<file path="src/rtl/crc_serial_engine.sv">
// Bit-serial Galois-LFSR CRC engine with start/busy/done handshake and optional zero augmentation.
// Optional received-CRC compare (crc_exp/crc_ok) is built only when CRC_SERIAL_CHECK_EN is defined.
module crc_serial_engine #(
  parameter int               CRC_W     = 9,
  parameter int               DATA_W    = 10,
  parameter logic [CRC_W-1:0] POLY      = 'h103,
  parameter logic [CRC_W-1:0] INIT      = '0,
  parameter logic [CRC_W-1:0] XOR_OUT   = '0,
  parameter int               MSB_FIRST = 1,
  parameter int               AUGMENT   = 0
) (
  input  logic              clk,
  input  logic              reset,
  input  logic              start,
  input  logic [DATA_W-1:0] data_in,
  output logic              busy,
  output logic              done,
  output logic [CRC_W-1:0]  crc_out
`ifdef CRC_SERIAL_CHECK_EN
  ,
  input  logic [CRC_W-1:0]  crc_exp,
  output logic              crc_ok
`endif
);

  localparam int N     = DATA_W + ((AUGMENT != 0) ? CRC_W : 0);
  localparam int CNT_W = $clog2(N + 1);
  localparam logic [CNT_W-1:0] LAST_BIT  = CNT_W'(N - 1);
  localparam logic [CNT_W-1:0] DATA_LAST = CNT_W'(DATA_W - 1);

  typedef enum logic [1:0] {
    IDLE  = 2'd0,
    SHIFT = 2'd1,
    AUG   = 2'd2
  } state_t;

  state_t              stateQ;
  logic [CRC_W-1:0]    lfsrQ, lfsrD;
  logic [DATA_W-1:0]   shiftQ, shiftD;
  logic [CNT_W-1:0]    cntQ, cntD;
  logic                busyQ, doneQ;
  logic [CRC_W-1:0]    crcQ, crcD;
  logic                din, fb;
`ifdef CRC_SERIAL_CHECK_EN
  logic [CRC_W-1:0]    expQ;
  logic                okQ;
`endif

  // One LFSR step; augmentation bits feed zero into the divider.
  always_comb begin
    din    = 1'b0;
    if (stateQ == SHIFT) begin
      din = (MSB_FIRST != 0) ? shiftQ[DATA_W-1] : shiftQ[0];
    end
    fb     = lfsrQ[CRC_W-1] ^ din;
    lfsrD  = (lfsrQ << 1) ^ (fb ? POLY : '0);
    shiftD = (MSB_FIRST != 0) ? (shiftQ << 1) : (shiftQ >> 1);
    cntD   = cntQ + CNT_W'(1);
    crcD   = lfsrD ^ XOR_OUT;
  end

  always_ff @(posedge clk) begin
    if (reset) begin
      stateQ <= IDLE;
      lfsrQ  <= '0;
      shiftQ <= '0;
      cntQ   <= '0;
      busyQ  <= 1'b0;
      doneQ  <= 1'b0;
      crcQ   <= '0;
`ifdef CRC_SERIAL_CHECK_EN
      expQ   <= '0;
      okQ    <= 1'b0;
`endif
    end else begin
      doneQ <= 1'b0;
      case (stateQ)
        IDLE: begin
          if (start) begin
            shiftQ <= data_in;
            lfsrQ  <= INIT;
            cntQ   <= '0;
            busyQ  <= 1'b1;
            stateQ <= SHIFT;
`ifdef CRC_SERIAL_CHECK_EN
            expQ   <= crc_exp;
`endif
          end
        end
        SHIFT, AUG: begin
          lfsrQ  <= lfsrD;
          shiftQ <= shiftD;
          cntQ   <= cntD;
          // Completion takes priority so AUGMENT=0 never visits AUG.
          if (cntQ == LAST_BIT) begin
            stateQ <= IDLE;
            busyQ  <= 1'b0;
            doneQ  <= 1'b1;
            crcQ   <= crcD;
`ifdef CRC_SERIAL_CHECK_EN
            okQ    <= (crcD == expQ);
`endif
          end else if ((AUGMENT != 0) && (stateQ == SHIFT) && (cntQ == DATA_LAST)) begin
            stateQ <= AUG;
          end
        end
        default: begin
          stateQ <= IDLE;
          busyQ  <= 1'b0;
        end
      endcase
    end
  end

  assign busy    = busyQ;
  assign done    = doneQ;
  assign crc_out = crcQ;
`ifdef CRC_SERIAL_CHECK_EN
  assign crc_ok  = okQ;
`endif

endmodule

</file>
<file path="config.mk">
export PLATFORM = sky130hd
export DESIGN_NAME = crc_serial_engine
export DESIGN_NICKNAME = d
export VERILOG_FILES = /design/src/rtl/crc_serial_engine.sv
export SDC_FILE = /design/constraint.sdc
export NUM_CORES = 1
export LEC_CHECK = 0
export CORE_MARGIN = 4
export CORE_UTILIZATION = 30
export CTS_CLUSTER_DIAMETER = 50
export DETAILED_ROUTE_END_ITERATION = 8
export PLACE_DENSITY_LB_ADDON = 0.3
export SLEW_MARGIN = 10
export SYNTH_ARGS = -nofsm -noshare
export SYNTH_HDL_FRONTEND = slang
export SYNTH_SLANG_ARGS = --single-unit
</file>
<file path="constraint.sdc">
create_clock -name clk -period 2.54 [get_ports clk]
set_input_delay 0.381 -clock clk [delete_from_list [all_inputs] [get_ports clk]]
set_output_delay 0.381 -clock clk [all_outputs]
set_load 0.02 [all_outputs]
</file>
==> impl_metrics.toml, run 1 <==
[clock_network]
cts.sinks = 34
h-tree-depth = 2
holdBufCountCts = 0
numCtsBuffers = 5
cts_tree = "yes"
worstSkewPairLatency_ns = 0.29
root_buffer = "clkbuf_8"
clockBufferDepth = 2
cts_resized = 0
clk_pin_slew_ns = 0.08
cts_setup_buffers = 0

[timing]
min_period_ns = 1.752
timing.fmax_ghz = 0.5709
hold_violations = 0
fin_crit_sh_pct = 68.96
tightest_slew_ns = 0.7261
clock_skew_ns = 0.006718
rsz0062_at_grt = "false"
slew_viol_final = 0
max-slew-margin-rel_pct = 51.44
setup_violations = 0
setup-tns-final_ns = 0

[routing]
ant_nets = 0
firstDrtPassIters = 4
drtIter0Drc = 48
via_per_inst = 4.532
vias = 1047
drt_wl_total_um = 2862
post_drt_wl_per_cell_um = 12.39
drc_errors = 0

[pwr]
powerDensity_nw_per_um2 = 677.3
leakagePower_nw = 0.7187
irDropWorstVdd_uv = 316.3

[finish]
multi_input_area_um2 = 710.7
stdcell_count = 231
seqCellArea_um2 = 680.7
design_area_um2 = 1878
syn_to_final_growth_pct = 28.07
fill_cells = 460
diodes = 0
fin_util_pct = 39.76
nNetsFinal = 178
drive_above_1_share_pct = 14.02

[die]
ios = 24
design.core.area_um2 = 4723
fp.dieH_um = 77.92
fp.dieW_um = 77.92
placementRows = 25
initial_core_util_pct = 31.05
die_area_um2 = 6071

[place]
placedInstanceArea_um2 = 1740
portBuffers = 23
dpl.cell_count = 223
gp_routability_congestion = 0.7212
hpwl_um = 2004

[global_route]
grt_pass1_wl_um = 5071
overflow = 0
grt_antenna_before_repair = 0
grt_usage_pct = 10.47
grt_max_degree = 39
grt_pass1_vias = 1112

[synthesis]
ys_types = 34
synth_edf_count = 0
synth_top_area_share_pct = 46.42
ys_seq_elements = 34
async_flop_share_pct = 0
synth-seq-area-share_pct = 46.42
synth_common_cells = "34 x dfxtp_1, 19 x nor2_1, 11 x mux2i_1"
ys.flop_type = "dfxtp_1"
synth_nets = 156
syn_avg_cell_area_um2 = 10.40
syn_area_um2 = 1466
ys_top_cells_by_area = "dfxtp_1 46%, mux2i_1 7.5%, mux2_2 6.9%, nor2_1 4.9%, a22o_1 4.2%"
yosysWarnings = 0
syn_inst = 141
yosysMostFrequentCell = "dfxtp_1"
yosys.area.top_type = "dfxtp_1"

[setup_path]
crit_required_ns = 2.72
path_class = "primary input to register"
start_kind = "primary input"
critical_path_arrival_ns = 1.93
worst_setup_path_end_kind = "register"
cp_max_fo = 17

[outcome]
outcome = "complete, no violations"

[job]
maxCapViolCount = 0

[hold_path]
min_path_type = "register to register"
==> report_power, final <==
part / leakage, nW / switching, mW / internal (mW)
Combinational: 0.374 / 0.0508 / 0.0580
Clock: 0.0683 / 0.210 / 0.393
Sequential: 0.276 / 0.0113 / 0.549
Total: 0.719 / 0.272 / 1.00
==> sequential cells by signal, indices dropped and copies added, names as in the netlist <==
register	flops
shiftQ	10
crc_out	9
lfsrQ	9
cntQ	4
busy	1
done	1
==> cells in the final DEF (no fill, tap or decap), types with 3 or more instances in the layout <==
master            n
mux2_2            9
clkdlybuf4s50_1  23
xor2_1            3
mux2i_1          11
buf_4             3
nor3b_1           7
dfxtp_1          34
a21oi_1          10
nand2b_1          3
clkbuf_8          5
a22o_1            7
nor2_1           19
==> path summary, 6_finish.rpt <==
path              start         end  slack [ns]  cells after the start
max reg2reg        busy  crc_out[6]        1.07                      5
min          crc_out[8]  crc_out[8]        0.47                      1
max               start   shiftQ[7]        0.79                      4
min reg2reg  crc_out[8]  crc_out[8]        0.47                      1
==> through the flow <==
| step | hold WS, ns | power (mW) | setup WS (ns) |
|---|---|---|---|
| 6_report | 0.4698 | 1.272 | 0.7884 |
| 5_1_grt | 0.5041 | 1.324 | 0.7091 |
| 4_1_cts | 0.4715 | 1.292 | 0.7699 |
| 3_5_place_dp | 0.4502 | 0.6822 | 0.4535 |
| 3_3_place_gp | 0.4450 | 0.6771 | 0.5291 |
| 2_1_floorplan | 0.4558 | 0.6488 | 1.225 |
==> area by class of cell <==
type,instances,area share (%)
well taps,67,4.464
multi-input cells,93,37.84
repair buffers,26,13.46
flip-flops and latches,34,36.24
inverters,3,0.6662
clock buffers,5,3.664
clock inverters,3,3.664
==> routing by layer <==
| layer | vias up | GRT usage (%) | routed length [um] |
|---|---|---|---|
| met2 | 29 | 17.64 | 1353 |
| met3 | 7 | 3.364 | 154 |
| met4 | 0 | 4.720 | 57 |
| li1 | 531 | - | - |
| met1 | 480 | 12.05 | 1296 |
| met5 | - | 0 | 0 |
==> cell families after synthesis <==
| family | after synthesis | share of synthesized area (%) |
|---|---|---|
| AOI/OAI and AO/OA | 23 | 10.58 |
| xor gates and xnor gates | 6 | 5.461 |
| adders and majority gates | 2 | 1.706 |
| buffers and inverters | 14 | 5.119 |
| DFF | 34 | 46.42 |
| muxes | 21 | 15.19 |
| and+or+nand+nor | 41 | 15.53 |
==> critical path, stage by stage <==
cell	delay, ns
clkdlybuf4s50_1	0.94
mux2_2	0.41
mux2i_1	0.14
nor2_1	0.06
Note: power is estimated with default switching activity, not from simulation.
==> run 2, diff against run 1 <==
Clock period 2.54 ns to 1.4 ns, I/O delays scaled along.
==> impl_metrics.toml, run 2 (synthesis gave the netlist of run 1 again) <==
[outcome]
outcome = "complete, no violations"

[timing]
hold_violations = 0
min_period_ns = 1.275
slew_viol_final = 0
fin_crit_sh_pct = 91.04
hold_slack_ns = 0.4769
tightest_slew_ns = 0.2896
timing.fmax_ghz = 0.7845
max-slew-margin-rel_pct = 80.67
setup-tns-final_ns = 0
rsz0062_at_grt = "false"
clock_skew_ns = 0.004634
setup_violations = 0

[global_route]
grt_max_degree = 16
overflow = 0
grt_pass1_vias = 1109
grt_usage_pct = 10.53
grt_pass1_wl_um = 5057
grt_use_met1_pct = 13.20
grt_busiest_layer = "met2"
globalRouteMet2Util_pct = 15.75
met3_usage_pct = 4.988
grt_antenna_before_repair = 0

[die]
fp.dieH_um = 77.92
fp.dieW_um = 77.92
initial_core_util_pct = 31.05
die_area_um2 = 6071
ios = 24
design.core.area_um2 = 4723
placementRows = 25

[finish]
design_area_um2 = 1914
stdcell_count = 236
nNetsFinal = 183
fill_cells = 465
layout_common_cells = "34 x dfxtp_1, 19 x nor2_1, 12 x clkdlybuf4s50_1"
diodes = 0
largest_reg_flops = 10
final_common_cell = "dfxtp_1"
drive_above_1_share_pct = 16.57
largest-register = "shiftQ"
syn_to_final_growth_pct = 30.55

[pwr]
leakagePower_nw = 0.7990
irDropWorstVdd_uv = 584.7
powerDensity_nw_per_um2 = 1212
power_mw = 2.321

[setup_path]
cp_max_fo = 8
start_kind = "register"
path_class = "register to register"
crit_required_ns = 1.58
worst_setup_path_end_kind = "register"
critical_path_arrival_ns = 1.46

[hold_path]
min_path_type = "register to register"

[place]
dpl.cell_count = 228
hpwl_um = 1997
placedInstanceArea_um2 = 1790
gp_routability_congestion = 0.7340
portBuffers = 23

[routing]
drc_errors = 0
drtIter0Drc = 54
via_per_inst = 4.657
firstDrtPassIters = 4
vias = 1099
drt_wl_total_um = 2795
ant_nets = 0
post_drt_wl_per_cell_um = 11.84

[job]
maxCapViolCount = 0

[clock_network]
cts_setup_buffers = 0
numCtsBuffers = 5
cts_tree = "yes"
root_buffer = "clkbuf_8"
cts.sinks = 34
clockBufferDepth = 2
h-tree-depth = 2
clk_pin_slew_ns = 0.08
worstSkewPairLatency_ns = 0.29
## run 2: cell count changes in the layout (fill, tap and decap cells not counted), sizes merged
cell           before  now
clkdlybuf4s50      23   12
dlygate4sd2         0   11
buf                 3    8
## run 2: power by group
group	internal, mW	switching (mW)
combinational	0.118	0.0944
sequential	0.995	0.0199
clock	0.713	0.380
total	1.83	0.494
## run 2: metrics by stage
| step | setup WS (ns) | util, % |
|---|---|---|
| after CTS | 0.1032 | 40.53 |
| after global routing | 0.06021 | 40.53 |
| after floorplan | 0.08457 | - |
| after global placement | -0.09273 | 37.91 |
| after detailed placement | -0.1108 | 37.91 |
| final | 0.1254 | 40.53 |
## run 2: worst paths after layout
check,from,endpoint,slack [ns],cells past startpoint
hold / removal,crc_out[2],crc_out[2],0.48,1
hold reg to reg,crc_out[2],crc_out[2],0.48,1
setup reg to reg,cntQ[1],crc_out[0],0.13,6
setup / recovery,cntQ[1],crc_out[0],0.13,6
## run 2: repair_timing
item / in CTS / in global routing
setup endpoints to repair: 11 / 0
gates resized for setup: 11 / 0
hold buffers: 0 / 0
## run 2: final cells by class
type / instances / area (um^2) / share of cell area, %
multi-input cells: 93 / 710.7 / 37.12
flip-flops and latches: 34 / 680.7 / 35.56
repair buffers: 31 / 289.0 / 15.10
well taps: 67 / 83.83 / 4.379
clock buffers: 5 / 68.82 / 3.595
clock inverters: 3 / 68.82 / 3.595
inverters: 3 / 12.51 / 0.6536
## run 2: metal layers
metal / part of all wire, % / wire length (um)
met5: 0 / 0
met3: 6.5 / 182
met1: 48 / 1340
met2: 45 / 1260
met4: 0.43 / 12
## run 2: critical path, stage by stage (launching register included)
cell,delay (ns)
dfxtp_1,0.36
inv_1,0.07
ha_1,0.17
nand4b_1,0.12
or2_4,0.15
clkinv_2,0.11
a22o_1,0.19
